## src/rtl/drm_stream_bridge_pkg.sv

```systemverilog
// Shared field positions, link state and TX sample layout for the DRM stream bridge.
package drm_stream_bridge_pkg;

   localparam int CS_BIT   = 5;
   localparam int CYC_BIT  = 4;
   localparam int ADR_HI   = 3;
   localparam int ADR_LO   = 2;
   localparam int WE_BIT   = 1;
   localparam int DAT_BIT  = 0;

   localparam int ACK_BIT  = 3;
   localparam int INTR_BIT = 2;
   localparam int STA_BIT  = 1;
   localparam int RDAT_BIT = 0;

   localparam int TX_USED_BITS = 6;
   localparam int RX_USED_BITS = 4;

   typedef enum logic {LINK_DOWN = 1'b0, LINK_UP = 1'b1} link_state_t;

   // Field order matches the TX word bit positions above (cs is the MSB).
   typedef struct packed {
      logic       cs;
      logic       cyc;
      logic [1:0] adr;
      logic       we;
      logic       dat;
   } tx_sample_t;

   function automatic logic [31:0] tx_word(input tx_sample_t s);
      return {{(32 - TX_USED_BITS){1'b0}}, s};
   endfunction

endpackage

```

## src/rtl/drm_stream_sync_fifo.sv

```systemverilog
// Synchronous FIFO with registered head (dout valid whenever !empty) and sync flush.
// Write on full is ignored unless a read frees the slot in the same cycle.
module drm_stream_sync_fifo #(
   parameter int WIDTH = 6,
   parameter int DEPTH = 16
) (
   input  logic             clk,
   input  logic             rst,
   input  logic             flush,
   input  logic             wr_en,
   input  logic [WIDTH-1:0] din,
   input  logic             rd_en,
   output logic [WIDTH-1:0] dout,
   output logic             full,
   output logic             empty
);

   localparam int AW = $clog2(DEPTH);

   logic [WIDTH-1:0] mem [DEPTH];
   logic [AW-1:0]    wr_ptr;
   logic [AW-1:0]    rd_ptr;
   logic [AW:0]      count;
   logic             wr_ok;
   logic             rd_ok;

   assign full  = (count == (AW+1)'(DEPTH));
   assign empty = (count == '0);
   assign rd_ok = rd_en && !empty;
   assign wr_ok = wr_en && (!full || rd_ok);

   always_ff @(posedge clk) begin
      if (wr_ok) begin
         mem[wr_ptr] <= din;
      end
   end

   always_ff @(posedge clk) begin
      if (rst || flush) begin
         wr_ptr <= '0;
         rd_ptr <= '0;
         count  <= '0;
         dout   <= '0;
      end else begin
         if (wr_ok) wr_ptr <= wr_ptr + AW'(1);
         if (rd_ok) rd_ptr <= rd_ptr + AW'(1);
         count <= count + (AW+1)'(wr_ok) - (AW+1)'(rd_ok);
         // Head register: bypass the write when the queue is (or becomes) empty.
         if (wr_ok && (empty || (rd_ok && count == (AW+1)'(1)))) begin
            dout <= din;
         end else if (rd_ok) begin
            dout <= mem[rd_ptr + AW'(1)];
         end
      end
   end

endmodule

```

## src/rtl/drm_controller_stream_bridge.sv

```systemverilog
// Packs DRM controller bus-master pins into TX stream words and unpacks RX words onto its inputs.
// Pin-to-tdata latency 2 cycles; TX stalls buffer in a FIFO (overflow sticky), RX is always ready.
module drm_controller_stream_bridge
   import drm_stream_bridge_pkg::*;
#(
   parameter int FIFO_DEPTH   = 16,
   parameter int LINK_TIMEOUT = 1024
) (
   input  logic        drm_aclk,
   input  logic        drm_arst,
   input  logic        drm_bus_master_o_cs,
   input  logic        drm_bus_master_o_cyc,
   input  logic [1:0]  drm_bus_master_o_adr,
   input  logic        drm_bus_master_o_we,
   input  logic        drm_bus_master_o_dat,
   output logic        drm_bus_master_i_ack,
   output logic        drm_bus_master_i_intr,
   output logic        drm_bus_master_i_sta,
   output logic        drm_bus_master_i_dat,
   output logic        drm_to_uip_tvalid,
   input  logic        drm_to_uip_tready,
   output logic [31:0] drm_to_uip_tdata,
   input  logic        uip_to_drm_tvalid,
   output logic        uip_to_drm_tready,
   input  logic [31:0] uip_to_drm_tdata,
   output logic        link_up,
   output logic        tx_overflow,
   output logic        rx_format_err
);

   localparam int CW = (LINK_TIMEOUT > 2) ? $clog2(LINK_TIMEOUT) : 1;
   localparam logic [CW-1:0] CNT_MAX = CW'(LINK_TIMEOUT - 1);

   tx_sample_t  sample_q;
   tx_sample_t  last_pushed;
   link_state_t state;
   link_state_t state_nxt;
   logic [CW-1:0] tmo_cnt;

   logic rx_beat;
   logic link_drop;
   logic push_req;
   logic push_ok;
   logic pop;
   logic fifo_full;
   logic fifo_empty;
   logic [TX_USED_BITS-1:0] fifo_dout;

   assign uip_to_drm_tready = ~drm_arst;
   assign rx_beat           = uip_to_drm_tvalid && uip_to_drm_tready;
   assign link_up           = (state == LINK_UP);

   always_comb begin
      state_nxt = state;
      case (state)
         LINK_DOWN: if (rx_beat) state_nxt = LINK_UP;
         LINK_UP:   if (!rx_beat && tmo_cnt == CNT_MAX) state_nxt = LINK_DOWN;
         default:   state_nxt = LINK_DOWN;
      endcase
   end

   assign link_drop = (state == LINK_UP) && (state_nxt == LINK_DOWN);

   // cyc=1 carries serial data, so every cycle is a word even if the pins repeat.
   assign push_req = link_up && (sample_q.cyc || (sample_q != last_pushed));
   assign pop      = drm_to_uip_tvalid && drm_to_uip_tready;
   assign push_ok  = push_req && (!fifo_full || pop);

   always_ff @(posedge drm_aclk) begin
      if (drm_arst) begin
         sample_q              <= '0;
         last_pushed           <= '0;
         state                 <= LINK_DOWN;
         tmo_cnt               <= '0;
         drm_bus_master_i_ack  <= 1'b0;
         drm_bus_master_i_intr <= 1'b0;
         drm_bus_master_i_sta  <= 1'b0;
         drm_bus_master_i_dat  <= 1'b0;
         tx_overflow           <= 1'b0;
         rx_format_err         <= 1'b0;
      end else begin
         sample_q <= '{cs:  drm_bus_master_o_cs,
                       cyc: drm_bus_master_o_cyc,
                       adr: drm_bus_master_o_adr,
                       we:  drm_bus_master_o_we,
                       dat: drm_bus_master_o_dat};
         state <= state_nxt;

         if (rx_beat || state == LINK_DOWN) begin
            tmo_cnt <= '0;
         end else if (tmo_cnt != CNT_MAX) begin
            tmo_cnt <= tmo_cnt + CW'(1);
         end

         if (link_drop) begin
            last_pushed <= '0;
         end else if (push_ok) begin
            last_pushed <= sample_q;
         end

         if (push_req && fifo_full && !pop) begin
            tx_overflow <= 1'b1;
         end

         if (link_drop) begin
            drm_bus_master_i_ack  <= 1'b0;
            drm_bus_master_i_intr <= 1'b0;
            drm_bus_master_i_sta  <= 1'b0;
            drm_bus_master_i_dat  <= 1'b0;
         end else if (rx_beat) begin
            drm_bus_master_i_ack  <= uip_to_drm_tdata[ACK_BIT];
            drm_bus_master_i_intr <= uip_to_drm_tdata[INTR_BIT];
            drm_bus_master_i_sta  <= uip_to_drm_tdata[STA_BIT];
            drm_bus_master_i_dat  <= uip_to_drm_tdata[RDAT_BIT];
         end

         if (rx_beat && (|uip_to_drm_tdata[31:RX_USED_BITS])) begin
            rx_format_err <= 1'b1;
         end
      end
   end

   drm_stream_sync_fifo #(
      .WIDTH (TX_USED_BITS),
      .DEPTH (FIFO_DEPTH)
   ) u_tx_fifo (
      .clk   (drm_aclk),
      .rst   (drm_arst),
      .flush (link_drop),
      .wr_en (push_ok),
      .din   (sample_q),
      .rd_en (pop),
      .dout  (fifo_dout),
      .full  (fifo_full),
      .empty (fifo_empty)
   );

   assign drm_to_uip_tvalid = !fifo_empty;
   assign drm_to_uip_tdata  = tx_word(tx_sample_t'(fifo_dout));

endmodule
```

## config.mk

```make
export PLATFORM = sky130hd
export DESIGN_NAME = drm_controller_stream_bridge
export DESIGN_NICKNAME = d
export VERILOG_FILES = /design/src/rtl/drm_stream_bridge_pkg.sv /design/src/rtl/drm_stream_sync_fifo.sv /design/src/rtl/drm_controller_stream_bridge.sv
export SDC_FILE = /design/constraint.sdc
export NUM_CORES = 1
export LEC_CHECK = 0
export BUFFER_PORTS_ARGS = -buffer_cell sky130_fd_sc_hd__buf_4
export CAP_MARGIN = 0
export CORE_MARGIN = 2
export CORE_UTILIZATION = 54
export CTS_BUF_LIST = sky130_fd_sc_hd__clkbuf_4 sky130_fd_sc_hd__clkbuf_8
export CTS_CLUSTER_SIZE = 28
export DETAILED_ROUTE_END_ITERATION = 8
export PLACE_DENSITY = 0.78
export SYNTH_ARGS = -nofsm -noshare
export SYNTH_HDL_FRONTEND = slang
export SYNTH_SLANG_ARGS = --single-unit
```

## constraint.sdc

```tcl
create_clock -name drm_aclk -period 2.7 [get_ports drm_aclk]
set_input_delay 0 -clock drm_aclk [delete_from_list [all_inputs] [get_ports drm_aclk]]
set_output_delay 0 -clock drm_aclk [all_outputs]
set_load 0.05 [all_outputs]
```

---- Yosys cells after proc, flatten, opt, wreduce, memory -nomap -nowiden ----
Memories as Yosys holds them, arrays and structs flattened.
Cells that the tools add are included.
cells by class
  $add $sub $neg .......................... 5
  equality and inequality tests ........... 5
  multiplexer cells ....................... 7
  bitwise logic cells ..................... 3
  reduce and logical (&&, ||, !) cells .... 28
operators by type and width
  cell                                                              number
  28-bit OR reduction                                               1
  1-bit logical AND                                                 13
  6-bit 2-to-1 mux                                                  2
  10-bit by 1-bit adder with 10-bit output (second input constant)  1
  10-bit == test (second input constant)                            1
  10-bit inequality test (second input constant)                    1
  4-bit by 1-bit adder with 4-bit output (second input constant)    2
  1-bit logical OR                                                  6
  6-bit inequality test                                             1
  5-bit by 1-bit adder with 5-bit output                            1
  5-bit by 1-bit == test with 1-bit output (second input constant)  1
  5-bit == test (second input constant)                             1
  5-bit logical NOT                                                 1
  5-bit by 1-bit subtractor with 5-bit output                       1
  1-bit logical NOT                                                 4
  1-bit 2-to-1 mux                                                  4
  2-bit OR reduction                                                2
  1-bit NOT                                                         3
  1-bit one-hot mux with 2 select lines                             1
  2-bit nonzero test                                                1
word-level totals
  register bits ........................... 48
  bits in writable memories ............... 96
  input bits .............................. 42
  logic and storage cells ................. 71
  memories kept ........................... 1
memory list
  name           words  bits a word  rd ports  clocked after memory_dff  write ports  line                        source
  u_tx_fifo.mem  16     6            1         0                         1            drm_stream_sync_fifo.sv:20  logic [WIDTH-1:0] mem [DEPTH];

---- Depth between registers and ports, before layout ----
  word-level depth ........................ 9
  depth in mapped cells ................... 14
  depth with buffers taken out ............ 14

---- By module ----
From an unflattened synthesis, not the netlist that was laid out.
unflattened totals
  cell total of the unflattened synthesis .. 451
  area total of the unflattened synthesis .. 6,324.8 um^2
by module, submodules not included
  module                        instances  cells each  area each (um^2)  sequential area each (um^2)
  drm_stream_sync_fifo          1          292         4,878.4           3,263.1
  drm_controller_stream_bridge  1          159         1,446.4           580.6

---- Worst setup path before layout ----
No wires, ideal clock.
  path kind ............................... reg-to-reg
  start ................................... reg u_tx_fifo.count[3]
  end ..................................... reg u_tx_fifo.count[4]
  arrival ................................. 2.604 ns
  required time ........................... 2.572 ns
  slack ................................... -0.032 ns
  cell stages (with the launch flop) ...... 15
  path through ............................ dfxtp_1 > inv_1 > ha_1 > or4b_4 > nand2_4 > inv_4 > ha_1 > inv_1 > ha_1 > fa_1 > a21oi_1 > nor2_1 > nor2_1 > xnor2_1 > nor2_1
between the ends
  word-level cells in the longest chain between the ends .. 8
  elaborated cells on any way between the ends .. 12
  classes of those cells .................. 2 x add/sub; 1 x eq/ne; 9 x reduce/logical
RTL lines
  item                                             line                                 source
  from (decl)                                      drm_stream_sync_fifo.sv:23           logic [AW:0] count;
  from (signal assigned)                           drm_stream_sync_fifo.sv:47           count <= count + (AW+1)'(wr_ok) - (AW+1)'(rd_ok);
  5-bit logical NOT (*)                            drm_stream_sync_fifo.sv:28           assign empty = (count == '0);
  1-bit logical NOT (*)                            drm_controller_stream_bridge.sv:138  assign drm_to_uip_tvalid = !fifo_empty;
  named net drm_to_uip_tvalid                      drm_controller_stream_bridge.sv:20   output logic drm_to_uip_tvalid,
  1-bit logical AND                                drm_controller_stream_bridge.sv:66   assign pop = drm_to_uip_tvalid && drm_to_uip_tready;
  1-bit logical AND (*)                            drm_stream_sync_fifo.sv:29           assign rd_ok = rd_en && !empty;
  named net u_tx_fifo.rd_ok                        drm_stream_sync_fifo.sv:25           logic rd_ok;
  1-bit logical OR                                 drm_stream_sync_fifo.sv:30           assign wr_ok = wr_en && (!full || rd_ok);
  1-bit logical AND                                drm_stream_sync_fifo.sv:30
  5-bit by 1-bit adder with 5-bit output           drm_stream_sync_fifo.sv:47
  5-bit by 1-bit subtractor with 5-bit output (*)  drm_stream_sync_fifo.sv:47
Mark *: on every way through the listed nets, which the timed path passes. The rest lies on a longest branch.
A chain may end at the register's enable or synchronous reset.

---- Worst setup path after layout ----
  start ................................... reg u_tx_fifo.count[3]
  end ..................................... reg u_tx_fifo.count[4]
between the ends
  word-level cells in the longest chain between the ends .. 8
  elaborated cells on any way between the ends .. 12
  classes of those cells .................. 2 x add/sub; 1 x eq/ne; 9 x reduce/logical
RTL lines
  item                                             line
  5-bit logical NOT (*)                            drm_stream_sync_fifo.sv:28
  1-bit logical NOT (*)                            drm_stream_sync_fifo.sv:29, drm_controller_stream_bridge.sv:138
  1-bit logical AND                                drm_controller_stream_bridge.sv:66
  1-bit logical AND (*)                            drm_stream_sync_fifo.sv:29
  named net u_tx_fifo.rd_ok                        drm_stream_sync_fifo.sv:25
  1-bit logical OR                                 drm_stream_sync_fifo.sv:30
  1-bit logical AND                                drm_stream_sync_fifo.sv:30
  5-bit by 1-bit adder with 5-bit output           drm_stream_sync_fifo.sv:47
  5-bit by 1-bit subtractor with 5-bit output (*)  drm_stream_sync_fifo.sv:47
Marked as above.

==> flow_results.org <==
** Outcome
- Result of the run :: complete, no violations

** Die
- For this configuration, the core starts out at a cell density of 54.87%.
- The core region is 0.01137 mm2.
- Row generation in the floorplan step produced 39 rows.
- Overall die width :: 111.5 um
- I/O pin count :: 83
- Die boundary height :: 111.5 um
- The die covers 0.01243 mm2.

** Route
- In the final routed layout, each cell accounts on average for 16.93 um.
- Across all layers, the routed design uses 4,037 vias.
- Starting DRC count in detailed routing :: 350
- Post-DRT Antenna Nets :: 0
- Met2 routed wirelength :: 6591 um
- Wire segments on met3 add up to 742 um in the final route.
- Remaining DRCs :: 0
- The detailed router put a total of 4990 um of wire on met1.
- In the routed layout, each cell is associated on average with a via count of 5.470.
- Detailed-route wire length :: 12,490 um
- Top sig layer :: met4
- Pre-antenna DRT Iters :: 4

** Timing
- For this run, the top clock speed supported by timing is 0.3834 GHz.
- Worst Skew :: 0.01188 ns
- Max transition margin :: 51.78%
- Ratio of final minimum period to clock period :: 96.61%
- The worst path needs 2.608 ns of the cycle, external delays included.
- The worst path meets setup with 0.09164 ns of slack.
- Across all hold checks on the routed design, the worst slack comes to 0.3316 ns.
- At the pin with the least slew margin, the transition time is 0.7232 ns.
- The number of endpoints with negative hold slack in the final report is 0.
- Final Max Tran Viols :: 0
- Setup violations remaining at the end of the flow were counted as 0.

** Worst setup path
- The worst setup path is of the reg -> reg kind.
- On the worst path, the slowest cell contributes a delay of 0.48 ns.
- Of all nets on the critical path, the largest fanout is 5.
- Cell family with most CP delay :: adder cells
- The worst setup path is launched from a register.
- Walking the worst path, the cells encountered are inv_2, ha_4, or4b_4, nand2_4, inv_4, ha_4, inv_2, ha_4, fa_2, a21oi_2, nor2_1, nor2_1, xnor2_1, nor2_1.
- At the worst endpoint, the arrival time is 2.94 ns.
- STA classifies the critical path endpoint as a register.
- The slowest stage of the critical path is the or4b_4 cell.
- Bufs and invs on worst path :: 3
- Data on the critical path is required at its endpoint by 3.03 ns.

** Worst hold path
- In this run the worst hold path is classified as in -> reg.

** Pwr
- The analysis attributes to cell leakage a power of 2.787 nW.
- For this design the ratio of total power to cell area is 800.5 mW/mm2.
- IR analysis of the VDD net gives a maximum drop of 0.3605 mV.

** Logic synthesis
- Counting flops with a built-in enable in the synthesized netlist gives 96.
- After synthesis, the cell types taking the most area are edfxtp_1 46%, dfxtp_1 15%, mux4_2 5.1%.
- Synth async-reset ratio :: 0%
- Top cell type's share of synthesized area :: 46.21%
- Share of synthesized area occupied by flip-flops and latches :: 61.61%
- Top FF cell, synth :: edfxtp_1
- Distinct cell type count after synthesis :: 50
- The mapped netlist covers 0.006238 mm2.
- In this run, synthesis produced a sequential element count of 144.
- The largest total area in the synthesized netlist belongs to edfxtp_1.
- Mean instance size in the synthesized netlist :: 12.81 um2
- Post-Synthesis Cells :: 487
- YS warnings :: 0

** Global route
- Entering global routing, the biggest net connects 22 pins.
- All-Layer GR Usage :: 20.07%
- First-pass GRT wire length :: 19,400 um
- For this run the aggregate overflow at the end of global routing stands at 0.
- Antenna violations before repair :: 0
- The via count of the first global-routing pass came to 3,962.

** Cells and area
- Cells with a size suffix above 1 make up 23.87% of the layout.
- The area growth from synthesis to layout is 19.09%.
- Fill cell total of the finished layout :: 828
- Multi-input combinational cell area :: 0.002217 mm2
- The top cell types in the final layout, fill and taps aside, are 96 x edfxtp_1, 74 x buf_4, 48 x nand2_1.
- Storage element area :: 0.003845 mm2
- Final standard cell count with taps included and fillers excluded :: 738
- Count of nets after finishing :: 637
- Number of antenna repair diodes :: 0
- Leaving out fill and tap cells, the most frequent cell in the layout is edfxtp_1.

** Place
- The count of buffers added on input and output ports is 56.
- The number of placed instances, taps included, is 683.
- HPWL reported at the end of detailed placement :: 8369 um
- Placement Setup Slack :: 0.05127 ns
- Weighted congestion reported at the end of routability-driven placement :: 0.7903

** Clock tree
- CTS Buf Count :: 17
- The root buffer cell chosen for the clock tree is clkbuf_8.
- H-Tree Level Count :: 4
- The clock reaches the later pin of the worst-skew pair after 0.45 ns.
- Clock-pin slew was measured on the worst setup and hold paths at 0.08 ns.
- Counting along the longest clock path gives a buffer depth of 2.
- CTS tree :: done
- The clock net in this run drives a total of 144 sinks.

** Job
- Max cap viols :: 0
[final cells by class]
| class | instances | area share (%) |
|---|---|---|
| Clock buffer | 18 | 3.334 |
| Timing Repair Buffer | 95 | 10.31 |
| Tap cell | 143 | 2.408 |
| Inverter | 11 | 0.5894 |
| Clock inverter | 14 | 1.768 |
| Multi-Input combinational cell | 313 | 29.84 |
| Sequential cell | 144 | 51.75 |
[power by group]
group          switching (mW)  internal [mW]
clock                   0.842          0.762
sequential             0.0815           2.47
combinational            1.04          0.752
total                    1.97           3.98
[registers in the layout, summed over array words and instances, names as in the netlist]
register and cells:
u_tx_fifo.dout 6, u_tx_fifo.mem 96, drm_bus_master_i_dat 1, last_pushed 6, rx_format_err 1, drm_bus_master_i_intr 1, sample_q 6, u_tx_fifo.rd_ptr 4
drm_bus_master_i_sta 1, tmo_cnt 10, drm_bus_master_i_ack 1, u_tx_fifo.count 5, u_tx_fifo.wr_ptr 4, link_up 1, tx_overflow 1
[worst paths after layout]
kind / slack (ns) / cells past startpoint / from / end
setup reg to reg: 0.09 / 14 / u_tx_fifo.count[3] / u_tx_fifo.count[4]
hold reg to reg: 0.47 / 2 / last_pushed[4] / last_pushed[4]
hold / removal: 0.33 / 4 / uip_to_drm_tdata[2] / drm_bus_master_i_intr
setup / recovery: 0.09 / 14 / u_tx_fifo.count[3] / u_tx_fifo.count[4]
[worst reg2reg max path, delay by kind of cell (launching register included)]
family | cells | cell delay [ns]
buffers and inverters | 3 | 0.16
adder cells (fa/ha/maj) | 4 | 0.92
AO/OA/AOI/OAI | 1 | 0.14
AND/OR/NAND/NOR | 5 | 0.80
flip-flops | 1 | 0.33
XOR/XNOR | 1 | 0.13
[what timing repair did]
item	CTS	global route
resized for setup	0	11
setup endpoints to repair	0	1
endpoints found under the hold margin	15	0
hold buffers	21	0
buffers inserted	0	2
[through the flow]
stage                     TNS (ns)  util (%)  instance area (um2)  total power, mW
after floorplan                  0         -                 6335            3.869
after detailed placement         0     59.60                 6777            4.275
after global routing      -0.01177     65.35                 7430            6.219
after global placement           0     59.60                 6777            4.208
final                            0     65.35                 7430            5.947
after CTS                        0     64.78                 7366            5.892
[synth_stat cells (6+ instances only)]
library cell  instances
nand2_1              48
and3_1               14
xor2_1                8
ha_1                 12
nor4_1                8
mux4_2               14
buf_2                 6
o31ai_1               6
clkbuf_1              9
nand4_1               8
nand3_1              16
nor2_1               37
dfxtp_1              48
inv_1                 9
mux2i_1              22
nor2b_1              13
edfxtp_1             96
a21oi_1              17
xnor2_1              14
nor3_1                9
buf_4                26
[layer usage]
metal / vias to the layer above / track usage (%)
li1: 1918 / -
met1: 1948 / 24.14
met2: 155 / 35.45
met3: 16 / 5.661
met4: 0 / 5.844
met5: - / 0
[logic make-up (layout without fill, tap and decap cells)]
group / after synthesis / count (layout) / synth area share, %
and+or+nand+nor: 169 / 169 / 13.44
DFF: 144 / 144 / 61.61
buffers and inverters: 55 / 138 / 5.275
AOI/OAI and AO/OA: 46 / 46 / 4.954
muxes: 36 / 36 / 8.584
xor gates and xnor gates: 23 / 23 / 3.350
adders and majority gates: 13 / 13 / 2.728
other: 1 / 26 / 0.06011
Note: power is estimated with default switching activity, not from simulation.
